File: config.mk
export PLATFORM = sky130hd
export DESIGN_NAME = fp_align
export DESIGN_NICKNAME = d
export VERILOG_FILES = /design/src/rtl/fp_align.sv
export SDC_FILE = /design/constraint.sdc
export NUM_CORES = 1
export LEC_CHECK = 0
export ABC_CLOCK_PERIOD_IN_PS = 3400
export CAP_MARGIN = 20
export CORE_ASPECT_RATIO = 1.2
export CORE_MARGIN = 4
export CORE_UTILIZATION = 50
export DETAILED_ROUTE_END_ITERATION = 8
export GPL_ROUTABILITY_DRIVEN = 0
export MAX_ROUTING_LAYER = met4
export PLACE_DENSITY = 0.86
export SETUP_SLACK_MARGIN = 0.5
export SYNTH_ARGS = -nofsm -noshare
export SYNTH_HDL_FRONTEND = slang
export SYNTH_SLANG_ARGS = --single-unit
File: constraint.sdc
create_clock -name clk -period 3.4 [get_ports clk]
set_clock_uncertainty 0.1 [all_clocks]
set_input_delay 0.68 -clock clk [delete_from_list [all_inputs] [get_ports clk]]
set_output_delay 0.68 -clock clk [all_outputs]
set_load 0.02 [all_outputs]
File: src/rtl/fp_align.sv
// Exponent-compare and mantissa-alignment stage of a single-precision adder.
// Orders the operands by magnitude and right-shifts the smaller mantissa a few bits per clock, keeping guard/round/sticky.
//
// state | meaning
// IDLE  | waiting for operands, in_ready high
// SHIFT | smaller mantissa being shifted right toward the larger exponent
// DONE  | aligned result presented, waiting for out_ready
module fp_align #(
  parameter int SHIFT_PER_CYCLE = 8
) (
  input  logic        clk,
  input  logic        rst_n,
  input  logic        in_valid,
  output logic        in_ready,
  input  logic        signA,
  input  logic        signB,
  input  logic [7:0]  exponentA,
  input  logic [7:0]  exponentB,
  input  logic [22:0] mantissaA,
  input  logic [22:0] mantissaB,
  output logic        out_valid,
  input  logic        out_ready,
  output logic        signL,
  output logic        signS,
  output logic [7:0]  exponentOut,
  output logic [23:0] mantL,
  output logic [26:0] mantS,
  output logic        swapped,
  output logic        special
);

  localparam logic [4:0] MAX_SHIFT = 5'd27;
  localparam logic [4:0] STEP      = 5'(SHIFT_PER_CYCLE);

  typedef enum logic [1:0] {IDLE = 2'd0, SHIFT = 2'd1, DONE = 2'd2} state_t;

  state_t     state, state_nxt;
  logic [4:0] remaining;

  logic       hid_a, hid_b;
  logic [7:0] eff_a, eff_b;
  logic       a_larger;
  logic [7:0] exp_diff;
  logic [4:0] shift_init;
  logic       is_special;

  // Denormals use exponent 1 so they line up with the smallest normals.
  assign hid_a      = |exponentA;
  assign hid_b      = |exponentB;
  assign eff_a      = hid_a ? exponentA : 8'd1;
  assign eff_b      = hid_b ? exponentB : 8'd1;
  assign a_larger   = {eff_a, hid_a, mantissaA} >= {eff_b, hid_b, mantissaB};
  assign exp_diff   = a_larger ? (eff_a - eff_b) : (eff_b - eff_a);
  assign shift_init = (exp_diff > 8'd27) ? MAX_SHIFT : exp_diff[4:0];
  assign is_special = (exponentA == 8'hFF) || (exponentB == 8'hFF);

  logic [4:0]  step_k;
  logic [26:0] mant_shr;
  logic [26:0] lost_mask;
  logic        lost;

  assign step_k    = (remaining < STEP) ? remaining : STEP;
  assign mant_shr  = mantS >> step_k;
  assign lost_mask = ~(27'h7FF_FFFF << step_k);
  assign lost      = |(mantS & lost_mask);

  always_comb begin
    state_nxt = state;
    case (state)
      IDLE:  if (in_valid) state_nxt = (is_special || shift_init == 5'd0) ? DONE : SHIFT;
      SHIFT: if (remaining == step_k) state_nxt = DONE;
      DONE:  if (out_ready) state_nxt = IDLE;
      default: state_nxt = IDLE;
    endcase
  end

  assign in_ready  = (state == IDLE);
  assign out_valid = (state == DONE);

  always_ff @(posedge clk or negedge rst_n) begin
    if (!rst_n) state <= IDLE;
    else        state <= state_nxt;
  end

  always_ff @(posedge clk or negedge rst_n) begin
    if (!rst_n) begin
      signL       <= 1'b0;
      signS       <= 1'b0;
      exponentOut <= 8'd0;
      mantL       <= 24'd0;
      mantS       <= 27'd0;
      swapped     <= 1'b0;
      special     <= 1'b0;
      remaining   <= 5'd0;
    end else begin
      case (state)
        IDLE: begin
          if (in_valid) begin
            signL       <= a_larger ? signA : signB;
            signS       <= a_larger ? signB : signA;
            exponentOut <= a_larger ? eff_a : eff_b;
            mantL       <= a_larger ? {hid_a, mantissaA} : {hid_b, mantissaB};
            mantS       <= a_larger ? {hid_b, mantissaB, 3'b000} : {hid_a, mantissaA, 3'b000};
            swapped     <= ~a_larger;
            special     <= is_special;
            remaining   <= is_special ? 5'd0 : shift_init;
          end
        end
        SHIFT: begin
          // Everything pushed past bit 0 folds into sticky.
          mantS     <= {mant_shr[26:1], mant_shr[0] | lost};
          remaining <= remaining - step_k;
        end
        default: ;
      endcase
    end
  end

endmodule
==> impl_metrics.ini, run 1 <==
[outcome]
outcome = finished with violations
violations = negative setup slack

[detailed_routing]
first_iter_violations = 786
vias = 7201
wl_per_cell_um = 23.5
ant_nets = 0
vias_per_cell = 6.52
drc_errors = 0
first_pass_iters = 8
drt-total-wl_um = 25900

[floorplan]
ios = 133
die_h_um = 127
start_util_pct = 51.0
coreArea_mm2 = 0.0115
die_area_mm2 = 0.0135
die-width_um = 107
fp-row-count = 43

[pwr]
p_per_area_mw_per_mm2 = 836
clockPowerShare_pct = 14.6
p_leak_nw = 4.27
p_sw_share_pct = 47.2
irDropWorstVdd_uv = 521
p_int_mw = 4.10
pwr-share-comb_pct = 62.8
p_switching_mw = 3.66
p_seq_share_pct = 22.6

[worst_setup_path]
path_class = in -> reg
end_kind = register
cp.required_ps = 3520
worst-r2r-cell-count = 8
worst_setup_path_start_kind = primary input
arrival_ps = 4200
cp_max_fo = 6

[finish]
fin_cells = 1104
drive_gt1_share_pct = 26.3
multi_input_area_mm2 = 0.00427
layout.nets = 1051
num_antenna_cells = 0
regArea_mm2 = 0.00175
fillers = 613
syn_to_final_growth_pct = 58.3

[global_route]
antenna_found_initial = 0
grt_pass1_vias = 6655
grt_pass1_wl_um = 33800
grt_use_total_pct = 32.4
gr-total-overflow = 0
grt_max_degree = 91

[synthesis]
ys.flop_type = dfrtp_1
ys_ff_latch = 70
synthArstFlopShare_pct = 100
yosysUniqueCellTypes = 60
syn_nets = 832
netlist_instances = 723
syn_avg_cell_area_um2 = 8.12
synth_area_mm2 = 0.00587
synth_edf_count = 0
ys_warn_count = 0
seq_area_frac_synth_pct = 29.8

[timing]
finalSetupViolCount = 62
fin_hold_ws_ps = 289
fin_crit_ps = 4080
finalHoldViolations = 0
grt_setup_unrepaired = yes
slew_violations = 0
max_freq_ghz = 0.245
period_share_pct = 120
tightest_slew_ps = 786
fin_ws_ps = -681
relSlewSlack_pct = 47.5

[placement]
numPortBuffers = 132
hpwlAfterDp_um = 13900
pre_cts_ws_ps = -1060
dp.cells = 1062

[clock_tree]
h-tree-depth = 3
worstSkewPairLatency_ps = 350
clkTransAtPathRegs_ps = 60
cts-root-buf = clkbuf_16
numClockSinks = 70
cts_hold_buf = 0
numCtsBuffers = 9
cts_tree = done
clockBufferDepth = 2

[job]
maxCapViolations = 0

[min_path]
hold_class = in -> async
## sequential cells by signal (all words and copies together), names as in the netlist
signal       count
signL            1
swapped          1
mantL           24
remaining        5
state            2
mantS           27
special          1
signS            1
exponentOut      8
## metrics by stage
| stage | area (µm²) | TNS (ps) | utilization, % | power (mW) |
|---|---|---|---|---|
| after floorplan | 5980 | -1290 | - | 4.30 |
| after global placement | 8100 | -40310 | 70.3 | 5.86 |
| after detailed placement | 8100 | -43930 | 70.3 | 5.99 |
| after CTS | 8820 | -3880 | 76.6 | 7.26 |
| after global routing | 9290 | -23950 | 80.7 | 8.11 |
| final | 9290 | -21020 | 80.7 | 7.77 |
## logic make-up (layout without fill, tap and decap cells)
| logic type | after synthesis | after routing | synth area share (%) |
|---|---|---|---|
| simple gates | 190 | 190 | 14.3 |
| mux | 95 | 95 | 16.7 |
| compound gates | 214 | 214 | 21.8 |
| fa+ha+maj | 43 | 43 | 9.34 |
| xor+xnor | 7 | 7 | 1.17 |
| buf+inv | 103 | 327 | 6.76 |
| other cells | 1 | 1 | 0.0639 |
| flops | 70 | 70 | 29.8 |
## power by group through the flow
stage	sequential, mW	combinational, mW	clock, mW
floorplan	2.02	2.29	0
global placement	1.69	4.17	0
detailed placement	1.71	4.28	0
CTS	1.70	4.44	1.11
global route	1.80	5.15	1.15
finish	1.76	4.88	1.13
## critical path, stage by stage
cell and delay, ps:
clkdlybuf4s50_1 490, inv_1 80, ha_1 320, nand2b_1 170
a2111oi_2 490, or4b_4 250, o211ai_4 90, a31oi_4 280
buf_6 150, buf_12 120, mux2i_1 260, xnor2_1 190
nand3_2 170, o31a_1 340, o2bb2ai_1 130
## final cells by class
cell class,instances,share of cell area (%)
clock buffers,10,2.46
clock inverters,6,1.17
inverters,46,1.86
multi-input cells,550,45.9
flip-flops and latches,70,18.8
well taps,157,2.11
repair buffers,265,27.6
## cell usage after synthesis, types with 9 or more instances
library cell | n | area [µm²]
inv_1 | 46 | 173
nand3_1 | 9 | 45.0
o21ai_0 | 62 | 310
a21oi_1 | 81 | 405
clkbuf_1 | 41 | 154
dfrtp_1 | 70 | 1750
mux2i_1 | 91 | 911
ha_1 | 39 | 488
nor2_1 | 71 | 267
nand2_1 | 73 | 274
o22ai_1 | 13 | 81.3
## layer usage
layer	up-vias	share of wire (%)	GRT usage, %
met5	-	0	-
met4	0	8.6	16.3
met3	211	10	6.36
met2	635	47	52.1
met1	3345	35	38.6
li1	3010	-	-
## placed cells by master (no fill, tap or decap), types with 5 or more instances in the layout
| cell | n |
|---|---|
| a21oi_4 | 5 |
| buf_6 | 8 |
| nor4_4 | 5 |
| o211ai_1 | 6 |
| o21ai_0 | 51 |
| buf_4 | 111 |
| inv_2 | 6 |
| o22ai_1 | 13 |
| clkdlybuf4s50_1 | 107 |
| nor2_1 | 56 |
| nand4_1 | 7 |
| dfrtp_1 | 70 |
| o21a_1 | 6 |
| nand3_1 | 7 |
| buf_8 | 5 |
| nand2_1 | 71 |
| nor2_4 | 11 |
| buf_2 | 5 |
| ha_1 | 31 |
| mux2i_1 | 84 |
| a21oi_1 | 59 |
| inv_1 | 40 |
| a21oi_2 | 17 |
| o22a_1 | 8 |
| ha_4 | 8 |
| clkbuf_16 | 15 |
| dlygate4sd2_1 | 10 |
| o21ai_1 | 11 |
## worst paths after layout
path,from,end,slack [ps]
min in group clk,swapped,swapped,390
hold / removal,rst_n,mantS[0],290
hold reg to reg,swapped,swapped,390
setup / recovery,mantissaA[0],state[0],-680
max in group asynchronous,rst_n,mantS[10],2200
setup reg to reg,remaining[4],mantS[26],720
## timing repair
| item | 4_1_cts | 5_1_grt |
|---|---|---|
| resized for setup | 111 | 69 |
| pin swaps | 26 | 18 |
| gates cloned | 3 | 9 |
| setup endpoints to repair | 66 | 66 |
| setup buffers | 6 | 8 |
Note: power is estimated with default switching activity, not from simulation.
==> run 2: changes to the inputs <==
==> constraint.sdc (replaced) <==
create_clock -name clk -period 3.4 [get_ports clk]
set_clock_uncertainty 0.1 [all_clocks]
set_input_delay 0.34 -clock clk [delete_from_list [all_inputs] [get_ports clk]]
set_output_delay 0.34 -clock clk [all_outputs]
set_load 0.02 [all_outputs]
==> run 2 against run 1 <==
  * Design area up 6.9%
  * The run still ends with negative setup slack left
  * Critical endpoint is now mantL[23]
  * Combinational power up 12%
  * Final cell count up 2.3%
  * Highest routed layer unchanged
  * Critical path depth up 2
  * First-iteration DRC count up 36%
  * Utilization up 5.6 points
  * Die area unchanged
  * Sequential share of layout area down 1.2 points
  * Routed wire length up 26%
  * Maximum frequency up 0.64%
  * Worst setup slack better by 26 ps
==> impl_metrics.ini, run 2 (synthesis results as in run 1) <==
[floorplan]
ios = 133
coreArea_mm2 = 0.0115
die_h_um = 127
fp-row-count = 43
die_area_mm2 = 0.0135
start_util_pct = 51.0
die-width_um = 107

[worst_setup_path]
cp_top_family = buffers and inverters
worst_setup_path_start_kind = primary input
arrival_ps = 4160
end_kind = register
cp.required_ps = 3500
cp_max_fo = 7
cpMaxStageDelayCell = clkdlybuf4s50_1
path_class = in -> reg
cp_num_buf_inv = 10
crit_top_cell = buf_6
worstPathCellList = clkdlybuf4s50_1 -> inv_1 -> ha_1 -> a21oi_1 -> o21ai_0 -> a211o_1 -> a31oi_4 -> buf_6 -> buf_12 -> buf_6 -> buf_6 -> buf_6 -> buf_16 -> buf_12 -> buf_4 -> mux2i_2 -> o21ai_1
critPathMaxStageDelay_ps = 520

[timing]
fin_crit_ps = 4060
fin_ws_ps = -655
finalSetupViolCount = 66
relSlewSlack_pct = 30.8
slew_violations = 0
period_share_pct = 119
grt_setup_unrepaired = yes
max_freq_ghz = 0.247
tightest_slew_ps = 1040
finalHoldViolations = 0
fin_hold_ws_ps = 269

[clock_tree]
cts_tree = done
cts-root-buf = clkbuf_16
clockBufferDepth = 2
h-tree-depth = 3
numCtsBuffers = 9
worstSkewPairLatency_ps = 370
numClockSinks = 70
clkTransAtPathRegs_ps = 70

[outcome]
outcome = finished with violations
violations = negative setup slack

[pwr]
finalPower_mw = 8.34
p_leak_nw = 4.44
p_per_area_mw_per_mm2 = 839
irDropWorstVdd_uv = 546

[job]
maxCapViolations = 0

[global_route]
grt_pass1_wl_um = 41700
grt_max_degree = 91
gr-total-overflow = 0
grt_use_total_pct = 40.4
antenna_found_initial = 1
grt_pass1_vias = 7698

[finish]
layout.nets = 1075
largest_register_ffs = 27
final_util_pct = 86.3
multi_input_area_mm2 = 0.00463
regArea_mm2 = 0.00175
final_common_cell = buf_4
regMostFlops = mantS
syn_to_final_growth_pct = 69.3
fillers = 500
final_cell_mix = buf_4, clkdlybuf4s50_1, mux2i_1
drive_gt1_share_pct = 33.8
reg_top3 = mantS x27, mantL x24, exponentOut x8

[placement]
numPortBuffers = 132
hpwlAfterDp_um = 14400

[min_path]
hold_class = in -> async

[detailed_routing]
vias_per_cell = 7.08
drt-total-wl_um = 32700
first_pass_iters = 6
vias = 7991
first_iter_violations = 1067
wl_per_cell_um = 28.9
ant_nets = 0
drc_errors = 0
[run 2: changes by cell type in the layout (fill, tap and decap cells not counted), sizes merged, moves of 2 or more]
cell	delta
buf	+32
clkbuf	-5
dlygate4sd2	+6
clkdlybuf4s50	-8
bufinv	-2
[run 2: power by group]
group          switching [mW]  total, mW  internal (mW)  leakage, nW
clock network           0.450       1.06          0.610        0.152
logic                    3.15       5.45           2.29         3.44
registers               0.576       1.83           1.26        0.855
total                    4.18       8.34           4.16         4.44
[run 2: worst paths after layout]
| path | start | end | slack, ps | depth (start not counted) |
|---|---|---|---|---|
| setup / recovery | mantissaB[17] | mantL[23] | -660 | 17 |
| hold / removal | rst_n | exponentOut[1] | 270 | 2 |
| setup reg to reg | remaining[3] | mantS[15] | 440 | 8 |
| hold reg to reg | mantL[5] | mantL[5] | 410 | 2 |
| max in group asynchronous | rst_n | mantL[18] | 1780 | 3 |
| min in group clk | exponentB[6] | exponentOut[6] | 360 | 4 |
[run 2: what timing repair did]
| item | 4_1_cts | 5_1_grt |
|---|---|---|
| setup buffers | 33 | 7 |
| gates resized for setup | 263 | 74 |
| hold endpoints to repair | 7 | 0 |
| cloned | 11 | 0 |
| hold buffers | 1 | 0 |
| endpoints found under the setup margin | 66 | 66 |
| pin swaps | 44 | 24 |
[run 2: metal layers]
layer	global-route usage [%]	wire length (µm)
met1	47.1	10400
met2	64.5	14500
met3	8.40	4460
met4	23.5	3350
met5	-	0
[run 2: stage by stage]
stage / instances / cell area, µm² / setup slack, ps / setup TNS, ps
2_1_floorplan: 723 / 5980 / -141 / -234
3_5_place_dp: 1060 / 8040 / -733 / -28220
3_3_place_gp: 1060 / 8040 / -647 / -24200
4_1_cts: 1121 / 9510 / 39.0 / 0
5_1_grt: 1129 / 9940 / -770 / -26820
6_report: 1129 / 9940 / -655 / -22930
[run 2: cell type report]
cell class	count	area share [%]
clock inverters	5	0.567
well taps	157	1.98
multi-input cells	550	46.6
diodes	1	0.0252
repair buffers	289	28.9
inverters	46	1.74
flip-flops and latches	70	17.6
clock buffers	11	2.54
